[src/rtl/hwpe_tcdm_arb_package.sv]
// Shared constants and types for the HWPE TCDM round-robin arbiter.
// The optional burst lock is enabled with the HWPE_TCDM_ARB_BURST_LOCK_EN macro.
package hwpe_tcdm_arb_package;

   localparam int BURST_MAX       = 4;
   localparam int N_REQ_DEFAULT   = 3;
   localparam int TCDM_ADDR_WIDTH = 32;
   localparam int TCDM_DATA_WIDTH = 32;

   // A single requester still needs a one-bit ID so the FIFO never collapses to zero width
   function automatic int id_width(input int n);
      return (n > 1) ? $clog2(n) : 1;
   endfunction

   localparam int ARB_ID_WIDTH = id_width(N_REQ_DEFAULT);

   typedef struct packed {
      logic [TCDM_ADDR_WIDTH-1:0]   add;
      logic                         wen;
      logic [TCDM_DATA_WIDTH/8-1:0] be;
      logic [TCDM_DATA_WIDTH-1:0]   data;
   } tcdm_req_t;

endpackage

[src/rtl/hwpe_tcdm_arb_id_fifo.sv]
// In-order FIFO of granted requester IDs; synchronous reset, push and pop may
// happen in the same cycle. DEPTH must be a power of two so pointers wrap freely.
module hwpe_tcdm_arb_id_fifo #(
   parameter int WIDTH = 2,
   parameter int DEPTH = 4
) (
   input  logic             clk,
   input  logic             rst,
   input  logic             push,
   input  logic [WIDTH-1:0] push_data,
   input  logic             pop,
   output logic [WIDTH-1:0] head,
   output logic             full,
   output logic             empty
);

   localparam int PTR_W = (DEPTH > 1) ? $clog2(DEPTH) : 1;
   localparam int CNT_W = $clog2(DEPTH + 1);

   logic [WIDTH-1:0] mem [DEPTH];
   logic [PTR_W-1:0] wr_ptr;
   logic [PTR_W-1:0] rd_ptr;
   logic [CNT_W-1:0] count;
   logic             do_push;
   logic             do_pop;

   assign full    = (count == CNT_W'(DEPTH));
   assign empty   = (count == '0);
   assign do_push = push & ~full;
   assign do_pop  = pop & ~empty;
   assign head    = mem[rd_ptr];

   always_ff @(posedge clk) begin
      if (rst) begin
         wr_ptr <= '0;
         rd_ptr <= '0;
         count  <= '0;
      end else begin
         if (do_push) wr_ptr <= wr_ptr + PTR_W'(1);
         if (do_pop)  rd_ptr <= rd_ptr + PTR_W'(1);
         if (do_push && !do_pop)      count <= count + CNT_W'(1);
         else if (!do_push && do_pop) count <= count - CNT_W'(1);
      end
   end

   // Storage needs no reset: an entry is only read after it has been written
   always_ff @(posedge clk) begin
      if (do_push) mem[wr_ptr] <= push_data;
   end

endmodule

[src/rtl/hwpe_tcdm_rr_arbiter.sv]
// Round-robin arbiter sharing one TCDM port among N_REQ streamers, routing responses in order.
// Define HWPE_TCDM_ARB_BURST_LOCK_EN to let a requester keep the port for up to BURST_MAX accepts.
module hwpe_tcdm_rr_arbiter
   import hwpe_tcdm_arb_package::*;
#(
   parameter int N_REQ           = 3,
   parameter int ADDR_WIDTH      = 32,
   parameter int DATA_WIDTH      = 32,
   parameter int MAX_OUTSTANDING = 4
) (
   input  logic                                   clk,
   input  logic                                   rst,
   input  logic [N_REQ-1:0]                       in_req,
   output logic [N_REQ-1:0]                       in_gnt,
   input  logic [N_REQ-1:0][ADDR_WIDTH-1:0]       in_add,
   input  logic [N_REQ-1:0]                       in_wen,
   input  logic [N_REQ-1:0][DATA_WIDTH/8-1:0]     in_be,
   input  logic [N_REQ-1:0][DATA_WIDTH-1:0]       in_data,
   output logic [N_REQ-1:0][DATA_WIDTH-1:0]       in_r_data,
   output logic [N_REQ-1:0]                       in_r_valid,
   output logic                                   tcdm_req,
   input  logic                                   tcdm_gnt,
   output logic [ADDR_WIDTH-1:0]                  tcdm_add,
   output logic                                   tcdm_wen,
   output logic [DATA_WIDTH/8-1:0]                tcdm_be,
   output logic [DATA_WIDTH-1:0]                  tcdm_data,
   input  logic [DATA_WIDTH-1:0]                  tcdm_r_data,
   input  logic                                   tcdm_r_valid,
   output logic                                   busy
);

   localparam int ID_W = id_width(N_REQ);

   logic [ID_W-1:0] rr_ptr;
   logic [ID_W-1:0] winner;
   logic [ID_W-1:0] fifo_head;
   logic            found;
   logic            accept;
   logic            pop;
   logic            fifo_full;
   logic            fifo_empty;
   int              idx;

   function automatic logic [ID_W-1:0] next_id(input logic [ID_W-1:0] id);
      return (id == ID_W'(N_REQ - 1)) ? '0 : id + ID_W'(1);
   endfunction

   // First requester at or after rr_ptr, scanning upward with wrap-around
   always_comb begin
      winner = '0;
      found  = 1'b0;
      idx    = 0;
      for (int i = 0; i < N_REQ; i++) begin
         idx = (int'(rr_ptr) + i) % N_REQ;
         if (!found && in_req[idx]) begin
            winner = ID_W'(idx);
            found  = 1'b1;
         end
      end
   end

   assign tcdm_req  = (|in_req) & ~fifo_full;
   assign accept    = tcdm_req & tcdm_gnt;
   assign tcdm_add  = tcdm_req ? in_add[winner]  : '0;
   assign tcdm_wen  = tcdm_req ? in_wen[winner]  : 1'b0;
   assign tcdm_be   = tcdm_req ? in_be[winner]   : '0;
   assign tcdm_data = tcdm_req ? in_data[winner] : '0;
   assign in_gnt    = accept ? (N_REQ'(1) << winner) : '0;

   // A response with nothing in flight is dropped rather than routed to a stale ID
   assign pop        = tcdm_r_valid & ~fifo_empty;
   assign in_r_valid = pop ? (N_REQ'(1) << fifo_head) : '0;
   assign in_r_data  = {N_REQ{tcdm_r_data}};
   assign busy       = ~fifo_empty;

`ifdef HWPE_TCDM_ARB_BURST_LOCK_EN
   logic [1:0]      lock_cnt;
   logic [1:0]      eff_cnt;
   logic [ID_W-1:0] lock_id;

   assign eff_cnt = (winner == lock_id) ? lock_cnt : 2'd0;

   // Pointer parks on the winner until BURST_MAX accepts or the requester lets go
   always_ff @(posedge clk) begin
      if (rst) begin
         rr_ptr   <= '0;
         lock_cnt <= '0;
         lock_id  <= '0;
      end else if (accept) begin
         lock_id <= winner;
         if (eff_cnt == 2'(BURST_MAX - 1)) begin
            rr_ptr   <= next_id(winner);
            lock_cnt <= '0;
         end else begin
            rr_ptr   <= winner;
            lock_cnt <= eff_cnt + 2'd1;
         end
      end else if (lock_cnt != '0 && !in_req[lock_id]) begin
         rr_ptr   <= next_id(lock_id);
         lock_cnt <= '0;
      end
   end
`else
   always_ff @(posedge clk) begin
      if (rst)         rr_ptr <= '0;
      else if (accept) rr_ptr <= next_id(winner);
   end
`endif

   hwpe_tcdm_arb_id_fifo #(
      .WIDTH (ID_W),
      .DEPTH (MAX_OUTSTANDING)
   ) i_id_fifo (
      .clk       (clk),
      .rst       (rst),
      .push      (accept),
      .push_data (winner),
      .pop       (pop),
      .head      (fifo_head),
      .full      (fifo_full),
      .empty     (fifo_empty)
   );

`ifndef SYNTHESIS
   assert property (@(posedge clk) disable iff (rst) !(tcdm_r_valid && fifo_empty))
      else $error("tcdm_r_valid received with no transaction in flight");
`endif

endmodule

[config.mk]
export PLATFORM = sky130hd
export DESIGN_NAME = hwpe_tcdm_rr_arbiter
export DESIGN_NICKNAME = d
export VERILOG_FILES = /design/src/rtl/hwpe_tcdm_arb_package.sv /design/src/rtl/hwpe_tcdm_arb_id_fifo.sv /design/src/rtl/hwpe_tcdm_rr_arbiter.sv
export SDC_FILE = /design/constraint.sdc
export NUM_CORES = 1
export LEC_CHECK = 0
export CAP_MARGIN = 5
export CORE_AREA = 2 2 161 163
export CTS_CLUSTER_SIZE = 28
export DETAILED_ROUTE_END_ITERATION = 7
export DIE_AREA = 0 0 163 165
export PLACE_DENSITY = 0.62
export SLEW_MARGIN = 20
export SYNTH_ARGS = -nofsm -noshare
export SYNTH_HDL_FRONTEND = slang
export SYNTH_HIERARCHICAL = 1
export SYNTH_SLANG_ARGS = --single-unit
[constraint.sdc]
create_clock -name clk -period 4.8 [get_ports clk]
set_input_delay 0.96 -clock clk [delete_from_list [all_inputs] [get_ports clk]]
set_output_delay 0.96 -clock clk [all_outputs]
set_load 0.01 [all_outputs]
==> results.toml, run 1 <==
[final_layout]
finalNetCount = 1039
drive_gt1_frac = 0.05243
area_delta_synth_final_pct = 60.26
cell_area_after_layout_mm2 = 0.007028
most_frequent_standard_cell_in_the_layout_excluding_fill_and_tap_cells = "sky130_fd_sc_hd__clkdlybuf4s50_1"
most-common-layout-cells = "sky130_fd_sc_hd__clkdlybuf4s50_1 (290), sky130_fd_sc_hd__nand3_1 (139), sky130_fd_sc_hd__nor2_1 (79), sky130_fd_sc_hd__nor4_1 (69), sky130_fd_sc_hd__a221o_1 (69)"
final-instance-count-excl-fill = 1114

[timing]
clock_skew_ps = 2.248
maxSlewViolCount = 0
timing.slew.headroom = 0.4659
timing_hold_violations_final = 0
fin_crit_sh = 0.9770
rsz_0062_raised_after_global_routing = "true"
worst_max_slew_pin_slew_ps = 801.2
timing.fmax_ghz = 0.2132
finalSetupViolations = 0
fin_crit_ps = 4690

[global_route]
grt_max_degree = 143
grt_pass1_vias = 5393
grt_antenna_before_repair = 1
grt_remaining_overflow = 0
global_route_total_usage_across_every_layer = 0.1428
grt_pass1_wl_um = 30360

[logic_synthesis]
synthCells = 640
synth_enable_flop_cells = 8
synth-async-reset-ratio = 0
ys_dominant_reg_cell = "sky130_fd_sc_hd__dfxtp_1"
distinct_cell_type_count_of_the_synthesized_netlist = 49
mappedNetlistNets = 896
syn_avg_cell_area_um2 = 6.852
syn-cell-area_mm2 = 0.004385
yosysWarnings = 6
synth-seq-cells = 19
fraction_of_the_yosys_area_taken_by_sequential_cells = 0.1050

[cts]
tritoncts = "built"
cts_sinks = 19
cts.reportedPaths.clkPinSlew_ps = 50
clock_latency_on_the_worst_skew_pair_ps = 250
cts_hold_repair.buffers = 0
htree_num_levels = 1
cts_root_buffer = "sky130_fd_sc_hd__clkbuf_16"
cts-buffers-inserted = 3
cts_resized = 0
ctsLongestPathBuffers = 2

[critical_path]
rr_endpoint = "i_id_fifo/count[2]"
timing_worst_setup_path_type = "input port to primary output"
critical_path.max_fanout = 58
endpoint_kind = "primary output"
reg2reg_from = "i_id_fifo/count[0]"
arrival_ps = 3730
required_ps = 3840
regToRegSetupSlack_ps = 1800
length_in_cells_of_the_worst_reg_to_reg_path = 13
critical_path.startpoint_type = "input port"

[routing]
vias_per_cell = 4.954
antenna_left = 0
avgRoutedWirePerCell_um = 18.46
routed_wirelength_um = 20570
post-route-drc-count = 0
first_iter_violations = 349
detailed_route_wirelength_on_metal2_um = 9978
drt_pass1_iterations = 5
detailroute.wirelength.met3_um = 1686
route.layer.met1.wl_um = 8324
dr.max_layer_used = "met4"
dr_total_vias = 5519

[floorplanning]
pin_count = 419
core_area_mm2 = 0.02504
rows = 58
die-area_mm2 = 0.02690
initial_core_util = 0.1752
die_h_um = 165
die_width_um = 163

[pwr]
vdd_ir_drop_max_uv = 361.3
switchingPower_w = 0.001530
clockPowerShare = 0.051
total_power_w = 0.003377
switch_share = 0.4531
p_leak_nw = 2.729
internal-power_w = 0.001847
power_density_mw_per_mm2 = 480.6
share_comb_of_total_power = 0.875
seq_power_share = 0.074

[job]
drv_cap = 0

[place]
port_bufs = 290
dp_cells = 1108
hpwlAfterDp_um = 15490
final_weighted_congestion_in_routability_driven_placement = 0.8323
cell_area_reported_after_detailed_placement_mm2 = 0.006944

[outcome]
run_status = "completed"

[min_path]
depth_of_the_worst_hold_timing_path = 2
hold_path_end = "i_id_fifo/wr_ptr[1]"
timing.hold.worst.class = "register to register"
hp-start = "i_id_fifo/wr_ptr[1]"
power groups by stage:
stage | combinational (W) | clock, W | sequential (W)
6_report | 0.00296 | 0.000172 | 0.000250
5_1_grt | 0.00318 | 0.000183 | 0.000257
4_1_cts | 0.00296 | 0.000176 | 0.000251
3_5_place_dp | 0.00295 | 0 | 0.000254
3_3_place_gp | 0.00294 | 0 | 0.000251
2_1_floorplan | 0.00169 | 0 | 0.000245
layout make-up:
class	instances	area, um2
diodes	2	5.005
clock buffers	4	78.83
fillers	2738	18010
inverters	10	37.54
multi-input cells	436	2820
flip-flops and latches	19	460.4
well taps	330	412.9
repair buffers	313	3213
what timing repair did:
| item | in CTS | in global routing |
|---|---|---|
| setup buffers | 0 | 0 |
| hold endpoints to repair | 0 | 0 |
| setup endpoints to repair | 0 | 1 |
worst max path at each step:
stage / from / to / slack [ps] / cells after the start
2_1_floorplan: in_req[2] / tcdm_data[22] / 1320 / 9
3_3_place_gp: in_req[1] / tcdm_add[31] / 120 / 9
3_5_place_dp: in_req[2] / tcdm_add[17] / 160 / 9
4_1_cts: in_req[2] / tcdm_add[17] / 160 / 9
5_1_grt: in_req[2] / tcdm_add[17] / -5 / 9
6_report: in_req[2] / tcdm_add[17] / 110 / 9
synthesized netlist by cell type, types with 4 or more instances:
master                     instances  share of area
sky130_fd_sc_hd__a21oi_1           4         0.0046
sky130_fd_sc_hd__a221o_1          69           0.16
sky130_fd_sc_hd__and2_1            5         0.0071
sky130_fd_sc_hd__buf_2            11          0.013
sky130_fd_sc_hd__buf_4            97           0.17
sky130_fd_sc_hd__buf_6             9          0.023
sky130_fd_sc_hd__clkbuf_1         56          0.048
sky130_fd_sc_hd__dfxtp_1          11          0.050
sky130_fd_sc_hd__edfxtp_1          8          0.055
sky130_fd_sc_hd__ha_1              9          0.026
sky130_fd_sc_hd__inv_1             9         0.0077
sky130_fd_sc_hd__nand2_1           6         0.0051
sky130_fd_sc_hd__nand2b_1          4         0.0057
sky130_fd_sc_hd__nand3_1         139           0.16
sky130_fd_sc_hd__nor2_1           80          0.068
sky130_fd_sc_hd__nor3_1            4         0.0046
sky130_fd_sc_hd__nor4_1           69          0.098
sky130_fd_sc_hd__o21ai_0           4         0.0046
sky130_fd_sc_hd__xor2_1            4         0.0080
stage by stage:
| step | utilization | hold slack (ps) | setup slack (ps) | setup TNS (ps) |
|---|---|---|---|---|
| floorplan | - | 481.8 | 1321 | 0 |
| global placement | 0.2774 | 500.4 | 124.4 | 0 |
| detailed placement | 0.2774 | 518.7 | 160.8 | 0 |
| CTS | 0.2805 | 526.4 | 156.3 | 0 |
| global route | 0.2805 | 536.7 | -4.611 | -4.611 |
| finish | 0.2807 | 521.7 | 110.2 | 0 |
critical path, cell delays in order:
cell and delay (ps):
sky130_fd_sc_hd__clkdlybuf4s50_1 570, sky130_fd_sc_hd__nor2b_1 230, sky130_fd_sc_hd__nand3_1 150, sky130_fd_sc_hd__a211oi_4 280, sky130_fd_sc_hd__buf_12 320, sky130_fd_sc_hd__buf_4 270
sky130_fd_sc_hd__nor4_1 80, sky130_fd_sc_hd__a221o_1 320, sky130_fd_sc_hd__clkdlybuf4s50_1 500
per-layer routing:
metal,vias to the layer above,GRT usage
met3,50,0.02737
met5,-,0
met2,283,0.2504
met4,0,0.05189
li1,2598,-
met1,2588,0.1734
logic make-up after synthesis:
kind of cell	synth area share
and+or+nand+nor	0.3752
buffers and inverters	0.2599
AOI/OAI and AO/OA	0.1994
DFF	0.1050
adders and majority gates	0.03024
muxes	0.02225
xor gates and xnor gates	0.007988
No activity file was read; power rests on OpenSTA's default activity.
==> inputs of run 2 (changes only) <==
--- a/config.mk
+++ b/config.mk
@@ -6,11 +6,13 @@
 export NUM_CORES = 1
 export LEC_CHECK = 0
 export CAP_MARGIN = 5
+export CELL_PAD_IN_SITES_DETAIL_PLACEMENT = 0
+export CELL_PAD_IN_SITES_GLOBAL_PLACEMENT = 1
 export CORE_AREA = 2 2 161 163
 export CTS_CLUSTER_SIZE = 28
 export DETAILED_ROUTE_END_ITERATION = 7
 export DIE_AREA = 0 0 163 165
-export PLACE_DENSITY = 0.62
+export PLACE_DENSITY = 0.86
 export SLEW_MARGIN = 20
 export SYNTH_ARGS = -nofsm -noshare
 export SYNTH_HDL_FRONTEND = slang
==> results.toml, run 2 (synthesis results as in run 1) <==
[critical_path]
rr_endpoint = "i_id_fifo/count[2]"
length_in_cells_of_the_worst_reg_to_reg_path = 13
endpoint_kind = "primary output"
crit_path_max_incr_delay_ps = 530
worstSetupPathDepth = 8
timing.critical_path.max_delay_family = "buffers and inverters"
regToRegSetupSlack_ps = 1780
cell_chain_critical_path = "clkdlybuf4s50_1 -> nand3b_1 -> o21ai_2 -> o31a_2 -> buf_12 -> nor4_1 -> a221o_1 -> clkdlybuf4s50_1"
critical_path.n_buffers_inverters = 3
critical_path.max_fanout = 31
timing_worst_setup_path_type = "input port to primary output"
required_ps = 3840
critical_path.startpoint_type = "input port"
reg2reg_from = "i_id_fifo/count[1]"
arrival_ps = 3700
launch_point_of_the_worst_path = "in_req[2]"
worst_path_max_delay_cell = "sky130_fd_sc_hd__clkdlybuf4s50_1"
critPathMostFrequentCell = "sky130_fd_sc_hd__clkdlybuf4s50_1"
timing.critical_path.to = "tcdm_add[2]"

[final_layout]
most-common-layout-cells = "sky130_fd_sc_hd__clkdlybuf4s50_1 (290), sky130_fd_sc_hd__nand3_1 (139), sky130_fd_sc_hd__nor2_1 (79), sky130_fd_sc_hd__a221o_1 (69), sky130_fd_sc_hd__nor4_1 (68)"
fill_cells = 2697
cell_area_after_layout_mm2 = 0.007141
drive_gt1_frac = 0.07161
most_frequent_standard_cell_in_the_layout_excluding_fill_and_tap_cells = "sky130_fd_sc_hd__clkdlybuf4s50_1"
area_delta_synth_final_pct = 62.82
regArea_um2 = 460.4
multi_input_comb_area_mm2 = 0.002826
finalNetCount = 1053

[timing]
timing.slew.headroom = 0.6010
rsz_0062_raised_after_global_routing = "false"
clock_skew_ps = 1.525
setup-tns-final_ps = 0
timing_hold_violations_final = 0
maxSlewViolCount = 0
worst_max_slew_pin_slew_ps = 593.0
timing.fmax_ghz = 0.2145
fin_crit_ps = 4662
finalSetupViolations = 0
fin_crit_sh = 0.9713

[cts]
cts_sinks = 19
cts_root_buffer = "sky130_fd_sc_hd__clkbuf_16"
htree_num_levels = 1
cts_hold_repair.buffers = 0
cts-buffers-inserted = 3
cts.reportedPaths.clkPinSlew_ps = 50
clock_latency_on_the_worst_skew_pair_ps = 250
tritoncts = "built"
ctsLongestPathBuffers = 2

[global_route]
grt_remaining_overflow = 0
global_route_total_usage_across_every_layer = 0.1307
grt_antenna_before_repair = 2
grt_pass1_wl_um = 28180
grt_pass1_vias = 5062
grt_max_degree = 127

[routing]
post-route-drc-count = 0
first_iter_violations = 451
routed_wirelength_um = 19540
vias_per_cell = 4.871
antenna_left = 0
dr_total_vias = 5494
drt_pass1_iterations = 7
avgRoutedWirePerCell_um = 17.33

[floorplanning]
core_area_mm2 = 0.02504
die-area_mm2 = 0.02690
initial_core_util = 0.1752
die_width_um = 163
pin_count = 419
rows = 58
die_h_um = 165

[outcome]
run_status = "completed"

[job]
drv_cap = 0

[min_path]
timing.hold.worst.class = "register to register"
hp-start = "i_id_fifo/wr_ptr[1]"

[pwr]
p_leak_nw = 2.804
vdd_ir_drop_max_uv = 166.4
power_density_mw_per_mm2 = 477.9

[place]
cell_area_reported_after_detailed_placement_mm2 = 0.007049
port_bufs = 290
final_weighted_congestion_in_routability_driven_placement = 0.8203
hpwlAfterDp_um = 14550
## run 2: changes by cell type in the layout (fill, tap and decap cells not counted), sizes merged
cell | previous run | this run
clkbuf | 4 | 3
buf | 23 | 37
clkinv | 0 | 1
## run 2: per-stage QoR
| step | util | setup slack [ps] | hold slack [ps] | power [W] | instances |
|---|---|---|---|---|---|
| detailed placement | 0.2816 | 18.99 | 508.7 | 0.003234 | 1122 |
| CTS | 0.2848 | 27.38 | 518.4 | 0.003422 | 1126 |
| global route | 0.2851 | 30.18 | 546.3 | 0.003656 | 1127 |
| global placement | 0.2816 | 97.16 | 496.3 | 0.003219 | 1122 |
| floorplan | - | 1321 | 481.8 | 0.001931 | 640 |
| finish | 0.2852 | 137.8 | 510.4 | 0.003413 | 1128 |
## run 2: final cells by class
type / count / share of cell area
Clock inverter: 1 / 0.0007009
Sequential cell: 19 / 0.06448
Multi-Input combinational cell: 436 / 0.3958
Antenna cell: 2 / 0.0007009
Tap cell: 330 / 0.05782
Clock buffer: 3 / 0.01051
Inverter: 10 / 0.005257
Timing Repair Buffer: 327 / 0.4647
## run 2: power by group
| group | switching [W] | internal, W |
|---|---|---|
| clock | 0.0000601 | 0.000112 |
| sequential | 0.0000353 | 0.000214 |
| combinational | 0.00143 | 0.00156 |
| total | 0.00152 | 0.00189 |
## run 2: worst min path at each step
| stage | slack [ps] | cells past startpoint | endpoint |
|---|---|---|---|
| floorplan | 480 | 2 | i_id_fifo/wr_ptr[1] |
| global placement | 500 | 2 | i_id_fifo/wr_ptr[1] |
| detailed placement | 510 | 2 | i_id_fifo/wr_ptr[1] |
| CTS | 520 | 2 | i_id_fifo/wr_ptr[1] |
| global route | 550 | 2 | i_id_fifo/wr_ptr[1] |
| finish | 510 | 2 | i_id_fifo/wr_ptr[1] |
## run 2: layer usage
layer / vias to the layer above / GRT usage / routed length, um / share of wire
met4: 0 / 0.04907 / 662 / 0.034
met5: - / 0 / 0 / 0
met1: 2564 / 0.1656 / 8281 / 0.42
li1: 2626 / - / - / -
met2: 247 / 0.2211 / 9093 / 0.47
met3: 57 / 0.02310 / 1507 / 0.077
## run 2: repair_timing
item | CTS | global route
endpoints found under the setup margin | 0 | 1
resized for setup | 0 | 1
buffers inserted | 0 | 0
## run 2: tightest hold or removal path: cells and delay by family (launching register included)
kind	cells	cell delay (ps)
DFF	1	330
and+or+nand+nor	1	70
muxes	1	50
